--- config.mk ---
export PLATFORM = sky130hd
export DESIGN_NAME = mod_cursor_overlay
export DESIGN_NICKNAME = d
export VERILOG_FILES = /design/src/rtl/cursor_pkg.sv /design/src/rtl/mod_cursor_rom.sv /design/src/rtl/mod_cursor_overlay.sv
export SDC_FILE = /design/constraint.sdc
export NUM_CORES = 1
export LEC_CHECK = 0
export CORE_MARGIN = 5
export CORE_UTILIZATION = 53
export CTS_CLUSTER_SIZE = 16
export DETAILED_ROUTE_END_ITERATION = 8
export GPL_ROUTABILITY_DRIVEN = 0
export PLACE_DENSITY = 0.89
export SETUP_SLACK_MARGIN = 0.02
export SLEW_MARGIN = 20
export SYNTH_ARGS = -nofsm -noshare
export SYNTH_HDL_FRONTEND = slang
export SYNTH_SLANG_ARGS = --single-unit
--- constraint.sdc ---
create_clock -name in_pix_clk -period 4.2 [get_ports in_pix_clk]
set_input_delay 0.42 -clock in_pix_clk [delete_from_list [all_inputs] [get_ports in_pix_clk]]
set_output_delay 0.42 -clock in_pix_clk [all_outputs]
set_load 0.005 [all_outputs]
--- src/rtl/cursor_pkg.sv ---
// Shared constants for the cursor overlay: bitmap size, controller bit map,
// cursor colours, vsync detector states and the recentre helper.
package cursor_pkg;

  localparam int unsigned CURSOR_SIZE = 16;

  localparam logic [2:0] BTN_A      = 3'd7;
  localparam logic [2:0] BTN_B      = 3'd6;
  localparam logic [2:0] BTN_SELECT = 3'd5;
  localparam logic [2:0] BTN_START  = 3'd4;
  localparam logic [2:0] BTN_UP     = 3'd3;
  localparam logic [2:0] BTN_DOWN   = 3'd2;
  localparam logic [2:0] BTN_LEFT   = 3'd1;
  localparam logic [2:0] BTN_RIGHT  = 3'd0;

  localparam logic [23:0] COLOR_WHITE = 24'hFF_FF_FF;
  localparam logic [23:0] COLOR_GREEN = 24'h00_FF_00;

  typedef enum logic [1:0] {
    VS_WARM0,
    VS_WARM1,
    VS_WARM2,
    VS_RUN
  } vs_state_e;

  function automatic logic [9:0] center_pos(input int unsigned extent);
    return 10'((extent - CURSOR_SIZE) / 2);
  endfunction

endpackage

--- src/rtl/mod_cursor_rom.sv ---
// 16x16 crosshair bitmap: border rows/cols plus the two centre rows/cols.
module mod_cursor_rom (
  input  logic [3:0] i_row,
  input  logic [3:0] i_col,
  output logic       o_bit
);

  localparam logic [15:0] BITMAP [16] = '{
    16'hFFFF, 16'h8181, 16'h8181, 16'h8181,
    16'h8181, 16'h8181, 16'h8181, 16'hFFFF,
    16'hFFFF, 16'h8181, 16'h8181, 16'h8181,
    16'h8181, 16'h8181, 16'h8181, 16'hFFFF
  };

  logic [15:0] w_row_bits;

  assign w_row_bits = BITMAP[i_row];
  assign o_bit      = w_row_bits[i_col];

endmodule

--- src/rtl/mod_cursor_overlay.sv ---
// Cursor overlay: synchronizes controller buttons, moves a 16x16 crosshair once
// per frame on the vsync falling edge, and composites it over the RGB stream.
module mod_cursor_overlay
  import cursor_pkg::*;
#(
  parameter int unsigned SCREEN_W    = 640,
  parameter int unsigned SCREEN_H    = 480,
  parameter int unsigned FAST_STEP   = 4,
  parameter int unsigned HOLD_FRAMES = 16
) (
  input  logic       in_pix_clk,
  input  logic       in_reset_n,
  input  logic [9:0] in_pix_x,
  input  logic [9:0] in_pix_y,
  input  logic       in_vsync,
  input  logic [7:0] in_buttons,
  input  logic [7:0] in_pixel_r,
  input  logic [7:0] in_pixel_g,
  input  logic [7:0] in_pixel_b,
  output logic [7:0] out_pixel_r,
  output logic [7:0] out_pixel_g,
  output logic [7:0] out_pixel_b,
  output logic [9:0] out_cursor_x,
  output logic [9:0] out_cursor_y
);

  localparam logic signed [10:0] X_MAX    = 11'(SCREEN_W - CURSOR_SIZE);
  localparam logic signed [10:0] Y_MAX    = 11'(SCREEN_H - CURSOR_SIZE);
  localparam logic [9:0]         X_HOME   = center_pos(SCREEN_W);
  localparam logic [9:0]         Y_HOME   = center_pos(SCREEN_H);
  localparam logic signed [10:0] FAST     = 11'(FAST_STEP);
  localparam logic [7:0]         HOLD_THR = 8'(HOLD_FRAMES);

  logic [7:0] r_btn_meta;
  logic [7:0] r_btn_sync;
  logic       r_vs_meta;
  logic       r_vs_sync;
  logic       r_vs_prev;
  vs_state_e  r_vs_state;
  vs_state_e  w_vs_state_nxt;
  logic       w_tick;

  logic [9:0] r_cx;
  logic [9:0] r_cy;
  logic [7:0] r_hold;
  logic       r_green;
  logic       r_visible;
  logic       r_a_prev;
  logic       r_sel_prev;

  logic [9:0] w_cx_nxt;
  logic [9:0] w_cy_nxt;
  logic [7:0] w_hold_nxt;
  logic       w_green_nxt;
  logic       w_visible_nxt;
  logic       w_a_prev_nxt;
  logic       w_sel_prev_nxt;

  logic w_btn_a, w_btn_sel, w_btn_start, w_btn_up, w_btn_down, w_btn_left, w_btn_right;
  logic w_any_dir;
  logic w_unused_btn_b;

  logic signed [10:0] w_step;
  logic signed [10:0] w_dx;
  logic signed [10:0] w_dy;
  logic signed [10:0] w_nx;
  logic signed [10:0] w_ny;
  logic [9:0]         w_cx_clamped;
  logic [9:0]         w_cy_clamped;

  logic [9:0]  w_rel_x;
  logic [9:0]  w_rel_y;
  logic        w_in_box;
  logic        w_rom_bit;
  logic        w_hit;
  logic [23:0] w_color;
  logic [23:0] r_pix;

  // Synchronizers; the vsync chain idles high so reset looks like "not in sync".
  always_ff @(posedge in_pix_clk or negedge in_reset_n) begin
    if (!in_reset_n) begin
      r_btn_meta <= '0;
      r_btn_sync <= '0;
      r_vs_meta  <= 1'b1;
      r_vs_sync  <= 1'b1;
      r_vs_prev  <= 1'b1;
      r_vs_state <= VS_WARM0;
    end else begin
      r_btn_meta <= in_buttons;
      r_btn_sync <= r_btn_meta;
      r_vs_meta  <= in_vsync;
      r_vs_sync  <= r_vs_meta;
      r_vs_prev  <= r_vs_sync;
      r_vs_state <= w_vs_state_nxt;
    end
  end

  // Edges are only trusted once prev/sync both hold post-reset samples, so a
  // vsync already low at reset release does not produce a tick.
  always_comb begin
    w_vs_state_nxt = r_vs_state;
    w_tick         = 1'b0;
    case (r_vs_state)
      VS_WARM0: w_vs_state_nxt = VS_WARM1;
      VS_WARM1: w_vs_state_nxt = VS_WARM2;
      VS_WARM2: w_vs_state_nxt = VS_RUN;
      VS_RUN:   w_tick         = r_vs_prev & ~r_vs_sync;
      default:  w_vs_state_nxt = VS_WARM0;
    endcase
  end

  assign w_btn_a        = r_btn_sync[BTN_A];
  assign w_btn_sel      = r_btn_sync[BTN_SELECT];
  assign w_btn_start    = r_btn_sync[BTN_START];
  assign w_btn_up       = r_btn_sync[BTN_UP];
  assign w_btn_down     = r_btn_sync[BTN_DOWN];
  assign w_btn_left     = r_btn_sync[BTN_LEFT];
  assign w_btn_right    = r_btn_sync[BTN_RIGHT];
  assign w_unused_btn_b = r_btn_sync[BTN_B];
  assign w_any_dir      = w_btn_up | w_btn_down | w_btn_left | w_btn_right;

  always_comb begin
    w_step = (r_hold >= HOLD_THR) ? FAST : 11'sd1;
    w_dx   = '0;
    w_dy   = '0;
    if (w_btn_left && !w_btn_right) w_dx = -w_step;
    else if (w_btn_right && !w_btn_left) w_dx = w_step;
    if (w_btn_up && !w_btn_down) w_dy = -w_step;
    else if (w_btn_down && !w_btn_up) w_dy = w_step;

    w_nx = $signed({1'b0, r_cx}) + w_dx;
    w_ny = $signed({1'b0, r_cy}) + w_dy;

    if (w_nx < 0)          w_cx_clamped = '0;
    else if (w_nx > X_MAX) w_cx_clamped = X_MAX[9:0];
    else                   w_cx_clamped = w_nx[9:0];

    if (w_ny < 0)          w_cy_clamped = '0;
    else if (w_ny > Y_MAX) w_cy_clamped = Y_MAX[9:0];
    else                   w_cy_clamped = w_ny[9:0];
  end

  always_comb begin
    w_cx_nxt       = r_cx;
    w_cy_nxt       = r_cy;
    w_hold_nxt     = r_hold;
    w_green_nxt    = r_green;
    w_visible_nxt  = r_visible;
    w_a_prev_nxt   = r_a_prev;
    w_sel_prev_nxt = r_sel_prev;
    if (w_tick) begin
      if (w_btn_start) begin
        w_cx_nxt   = X_HOME;
        w_cy_nxt   = Y_HOME;
        w_hold_nxt = '0;
      end else begin
        w_cx_nxt = w_cx_clamped;
        w_cy_nxt = w_cy_clamped;
        if (!w_any_dir)           w_hold_nxt = '0;
        else if (r_hold != 8'hFF) w_hold_nxt = r_hold + 8'd1;
      end
      if (w_btn_a && !r_a_prev)     w_green_nxt   = ~r_green;
      if (w_btn_sel && !r_sel_prev) w_visible_nxt = ~r_visible;
      w_a_prev_nxt   = w_btn_a;
      w_sel_prev_nxt = w_btn_sel;
    end
  end

  always_ff @(posedge in_pix_clk or negedge in_reset_n) begin
    if (!in_reset_n) begin
      r_cx       <= X_HOME;
      r_cy       <= Y_HOME;
      r_hold     <= '0;
      r_green    <= 1'b0;
      r_visible  <= 1'b1;
      r_a_prev   <= 1'b0;
      r_sel_prev <= 1'b0;
    end else begin
      r_cx       <= w_cx_nxt;
      r_cy       <= w_cy_nxt;
      r_hold     <= w_hold_nxt;
      r_green    <= w_green_nxt;
      r_visible  <= w_visible_nxt;
      r_a_prev   <= w_a_prev_nxt;
      r_sel_prev <= w_sel_prev_nxt;
    end
  end

  // Unsigned wrap makes pixels left of/above the cursor land far outside [0,15].
  assign w_rel_x  = in_pix_x - r_cx;
  assign w_rel_y  = in_pix_y - r_cy;
  assign w_in_box = (w_rel_x[9:4] == '0) && (w_rel_y[9:4] == '0);

  mod_cursor_rom u_rom (
    .i_row (w_rel_y[3:0]),
    .i_col (w_rel_x[3:0]),
    .o_bit (w_rom_bit)
  );

  assign w_color = r_green ? COLOR_GREEN : COLOR_WHITE;
  assign w_hit   = r_visible & w_in_box & w_rom_bit;

  always_ff @(posedge in_pix_clk or negedge in_reset_n) begin
    if (!in_reset_n) r_pix <= '0;
    else             r_pix <= w_hit ? w_color : {in_pixel_r, in_pixel_g, in_pixel_b};
  end

  assign out_pixel_r  = r_pix[23:16];
  assign out_pixel_g  = r_pix[15:8];
  assign out_pixel_b  = r_pix[7:0];
  assign out_cursor_x = r_cx;
  assign out_cursor_y = r_cy;

endmodule
==> run summary <==
## Power and ir drop
* 2.95 nW — leakage component of the power
* 37.2% — sequential share of power
* 0.211 mV — peak supply drop
* 41.1% — Comb power frac
* 0.00156 W — internal power contribution
* 0.000879 W — Net Switching
* 21.7% — clock share of power
* 36.1% — net switching fraction of the power
* 391 nW/um^2 — pwr dens

## Layout
* 721 — nets
* 26.1% — synthesis-to-layout area growth
* 0 — diode count
* 697 — fill count
* 2800 um^2 — area taken by multi-input logic gates
* 1890 um^2 — total area of sequential cells
* 6.73% — share of post-route cells with drive strength above 1

## Global routing
* 0 — remaining global-route overflow
* 76 — largest net degree at the start of global routing
* 20.4 mm — global-route wire length before repair
* 22.1% — global-route total usage across every layer
* 4426 — number of global-route vias before repair
* 0 — initial antenna violation count

## Drt
* 192 — iteration-0 DRC count of the detailed router
* 0 — final routed DRC violation total
* 12.1 mm — detailed-route wire length
* 0 — number of antenna-violating nets in the routed design
* 5 — drt first pass iters
* 5.75 mm — Routed met2 length
* 16.5 um — post-detailed-route wirelength per cell
* met4 — Highest Signal Layer
* 1.08 mm — detailed route wirelength on metal3
* 4355 — DR vias
* 5.93 — Vias per Instance
* 5.07 mm — met1 WL

## Run status
* completed — outcome

## Placement
* 0.518 ns — post-placement worst setup slack
* 97 — number of buffer cells added on primary ports
* 9.41 mm — half-perimeter wire length after placement

## Clocking
* 0 — number of buffers inserted to repair setup after CTS
* 0.35 ns — clock network latency to the later pin of the worst-skew pair
* clkbuf_8 — Clk Tree Root Cell
* 0 — # resized after CTS
* 75 — TritonCTS Sinks
* 0 — post-cts hold buffer count
* 0.08 ns — clock input transition at the sequential cells of the worst setup and hold paths
* 2 — Max Buffers Root-to-Sink
* 3 — CTS HTree Levels
* 9 — CTS Buf Count
* yes — clock tree from TritonCTS

## Critical path
* reg2reg — kind of critical path
* 0.63 ns — critical path's largest stage delay
* 4.37 ns — worst endpoint required time
* 3.91 ns — Arrival @ worst endpoint
* register — critical path endpoint category
* register — Worst setup SP type
* 1 — critical path buffer and inverter count
* o211ai_1 — most frequent cell on the critical path
* simple AND/OR/NAND/NOR gates — top cell family by delay on the critical path
* or4_1 > a21oi_1 > ha_1 > inv_1 > fa_1 > nor2b_1 > o21a_1 > o211ai_1 > nand3b_1 > or4b_2 > o211ai_1 > o32ai_1 — list of cells traversed by the critical path
* 4 — maximum fanout encountered on the critical timing path
* or4b_2 — Crit-path slowest cell

## Floorplanning
* 54.0% — initial cell density of the core
* 107 um — y dimension of the die
* 107 um — Die X
* 35 — Std-Cell Rows
* 9150 um^2 — area of the placeable core
* 11400 um^2 — Total Die Area
* 99 — I/O pin cnt

## Timing
* 3.73 ns — fin crit period
* 1.09 ns — measured slew at the worst slew-check pin
* 0 — number of slew-limit violations in the final report
* 268 MHz — achievable clock frequency
* 0 ns — Post-Route Setup TNS
* false — setup repair after global routing missed its margin
* 0.0107 ns — Clock Skew
* 27.4% — worst max-slew margin expressed relative to the limit
* 0 — Final Hold Fails
* 0 — Setup Viol. Count Final
* 0.466 ns — crit path setup slack, layout
* 88.9% — fraction of the cycle the final worst path needs

## Synth
* 100% — async set-or-reset flop fraction in the synthesized netlist
* 515 — Gate Count Post-Synth
* 38.3% — sequential area share after synthesis
* 31.9% — portion of synthesized cell area occupied by the leading cell type
* dfrtp_1 — largest area contributor in the netlist
* 9.60 um^2 — Avg Cell Area, Syn
* 617 — Post-Syn Nets
* 4940 um^2 — netlist area before placement
* dfrtp_1 — cell with the most instances after synthesis
* 0 — number of enable-type register cells in the synthesized netlist
* 63 x dfrtp_1, 53 x inv_1, 43 x ha_1 — commonest cells in the netlist
* 0 — count of yosys warnings during synthesis
* dfrtp_1 32%, ha_1 11%, dfstp_2 6.4%, mux2i_1 4.3%, inv_1 4.0% — ranking of synthesized cells by area
* 75 — number of register bits inferred by synthesis
* 58 — distinct cell type count after synthesis
* dfrtp_1 — primary flip-flop cell chosen by synthesis mapping

## Flow run
* 0 — max-capacitance violation count

## Hold path
* in2async — type of the worst min-delay path

-- cells by family (layout without fill, tap and decap cells) --
logic type,after synthesis,after routing,share of synthesized area [%]
compound gates,141,141,20.0
mux,21,21,4.25
simple gates,146,146,16.1
xor+xnor,21,21,3.72
flops,75,75,38.3
buf+inv,64,173,5.19
fa+ha+maj,47,47,12.5
-- final cells by class --
| class | instances | area share [%] |
|---|---|---|
| Sequential cell | 75 | 30.3 |
| Inverter | 53 | 3.19 |
| Clock inverter | 4 | 0.522 |
| Tap cell | 111 | 2.23 |
| Timing Repair Buffer | 104 | 16.4 |
| Clock buffer | 12 | 2.49 |
| Multi-Input combinational cell | 376 | 44.9 |
-- layout by cell type (no fill, tap or decap), drive strengths merged, types with 11 or more instances in the layout --
cell / Yosys / routed
nand2b: 13 / 13
inv: 53 / 55
nand2: 31 / 31
a21o: 11 / 11
clkbuf: 8 / 12
nor2: 21 / 21
clkdlybuf4s50: 0 / 96
xor2: 15 / 15
dfrtp: 63 / 63
dfstp: 12 / 12
mux2i: 21 / 21
ha: 43 / 43
a21oi: 25 / 25
o21ai: 31 / 31
nand3: 11 / 11
-- power groups by stage --
| stage | combinational (W) | sequential, W | clock [W] |
|---|---|---|---|
| after floorplan | 0.000669 | 0.000878 | 0 |
| after global placement | 0.000949 | 0.000915 | 0 |
| after detailed placement | 0.000985 | 0.000920 | 0 |
| after CTS | 0.000992 | 0.000906 | 0.000540 |
| after global routing | 0.00110 | 0.000919 | 0.000575 |
| final | 0.00100 | 0.000907 | 0.000530 |
-- metal layers --
layer / vias up / global-route usage (%)
li1: 2089 / -
met1: 2066 / 27.0
met2: 177 / 36.9
met3: 23 / 7.10
met4: 0 / 7.21
met5: - / 0
-- worst reg2reg max path, stage by stage (launching register included) --
cell	delay, ns
dfrtp_1	0.43
or4_1	0.56
a21oi_1	0.15
ha_1	0.20
inv_1	0.06
fa_1	0.41
nor2b_1	0.12
o21a_1	0.19
o211ai_1	0.16
nand3b_1	0.14
or4b_2	0.63
o211ai_1	0.37
o32ai_1	0.14
-- state kept, by name, summed over array words and instances (netlist names) --
| register | cells |
|---|---|
| r_pix | 24 |
| out_cursor_y | 10 |
| r_visible | 1 |
| r_vs_sync | 1 |
| r_vs_prev | 1 |
| r_vs_meta | 1 |
| r_hold | 8 |
| r_sel_prev | 1 |
| r_btn_sync | 7 |
| r_vs_state | 2 |
| r_green | 1 |
| r_btn_meta | 7 |
| r_a_prev | 1 |
| out_cursor_x | 10 |
-- worst paths after layout --
check | depth (start not counted) | start | to | slack, ns
max | 12 | r_hold[7]$_DFFE_PN0P_ | out_cursor_y[2]$_DFFE_PN0P_ | 0.47
min | 1 | in_reset_n | r_pix[14]$_DFF_PN0_ | 0.20
max reg2reg | 12 | r_hold[7]$_DFFE_PN0P_ | out_cursor_y[2]$_DFFE_PN0P_ | 0.47
min reg2reg | 0 | r_btn_meta[3]$_DFF_PN0_ | r_btn_sync[3]$_DFF_PN0_ | 0.35
max in group asynchronous | 1 | in_reset_n | r_sel_prev$_DFFE_PN0P_ | 3.41
min in group in_pix_clk | 0 | r_btn_meta[3]$_DFF_PN0_ | r_btn_sync[3]$_DFF_PN0_ | 0.35
-- per-stage QoR --
stage	hold slack (ns)	instances	utilization (%)	area (um^2)	total power [W]
finish	0.203	735	68.1	6230	0.00244
global placement	0.335	719	66.1	6050	0.00186
floorplan	0.124	515	-	4940	0.00155
CTS	0.233	735	68.1	6230	0.00244
global route	0.279	735	68.1	6230	0.00260
detailed placement	0.335	719	66.1	6050	0.00190
No activity file was read; power rests on OpenSTA's default activity.
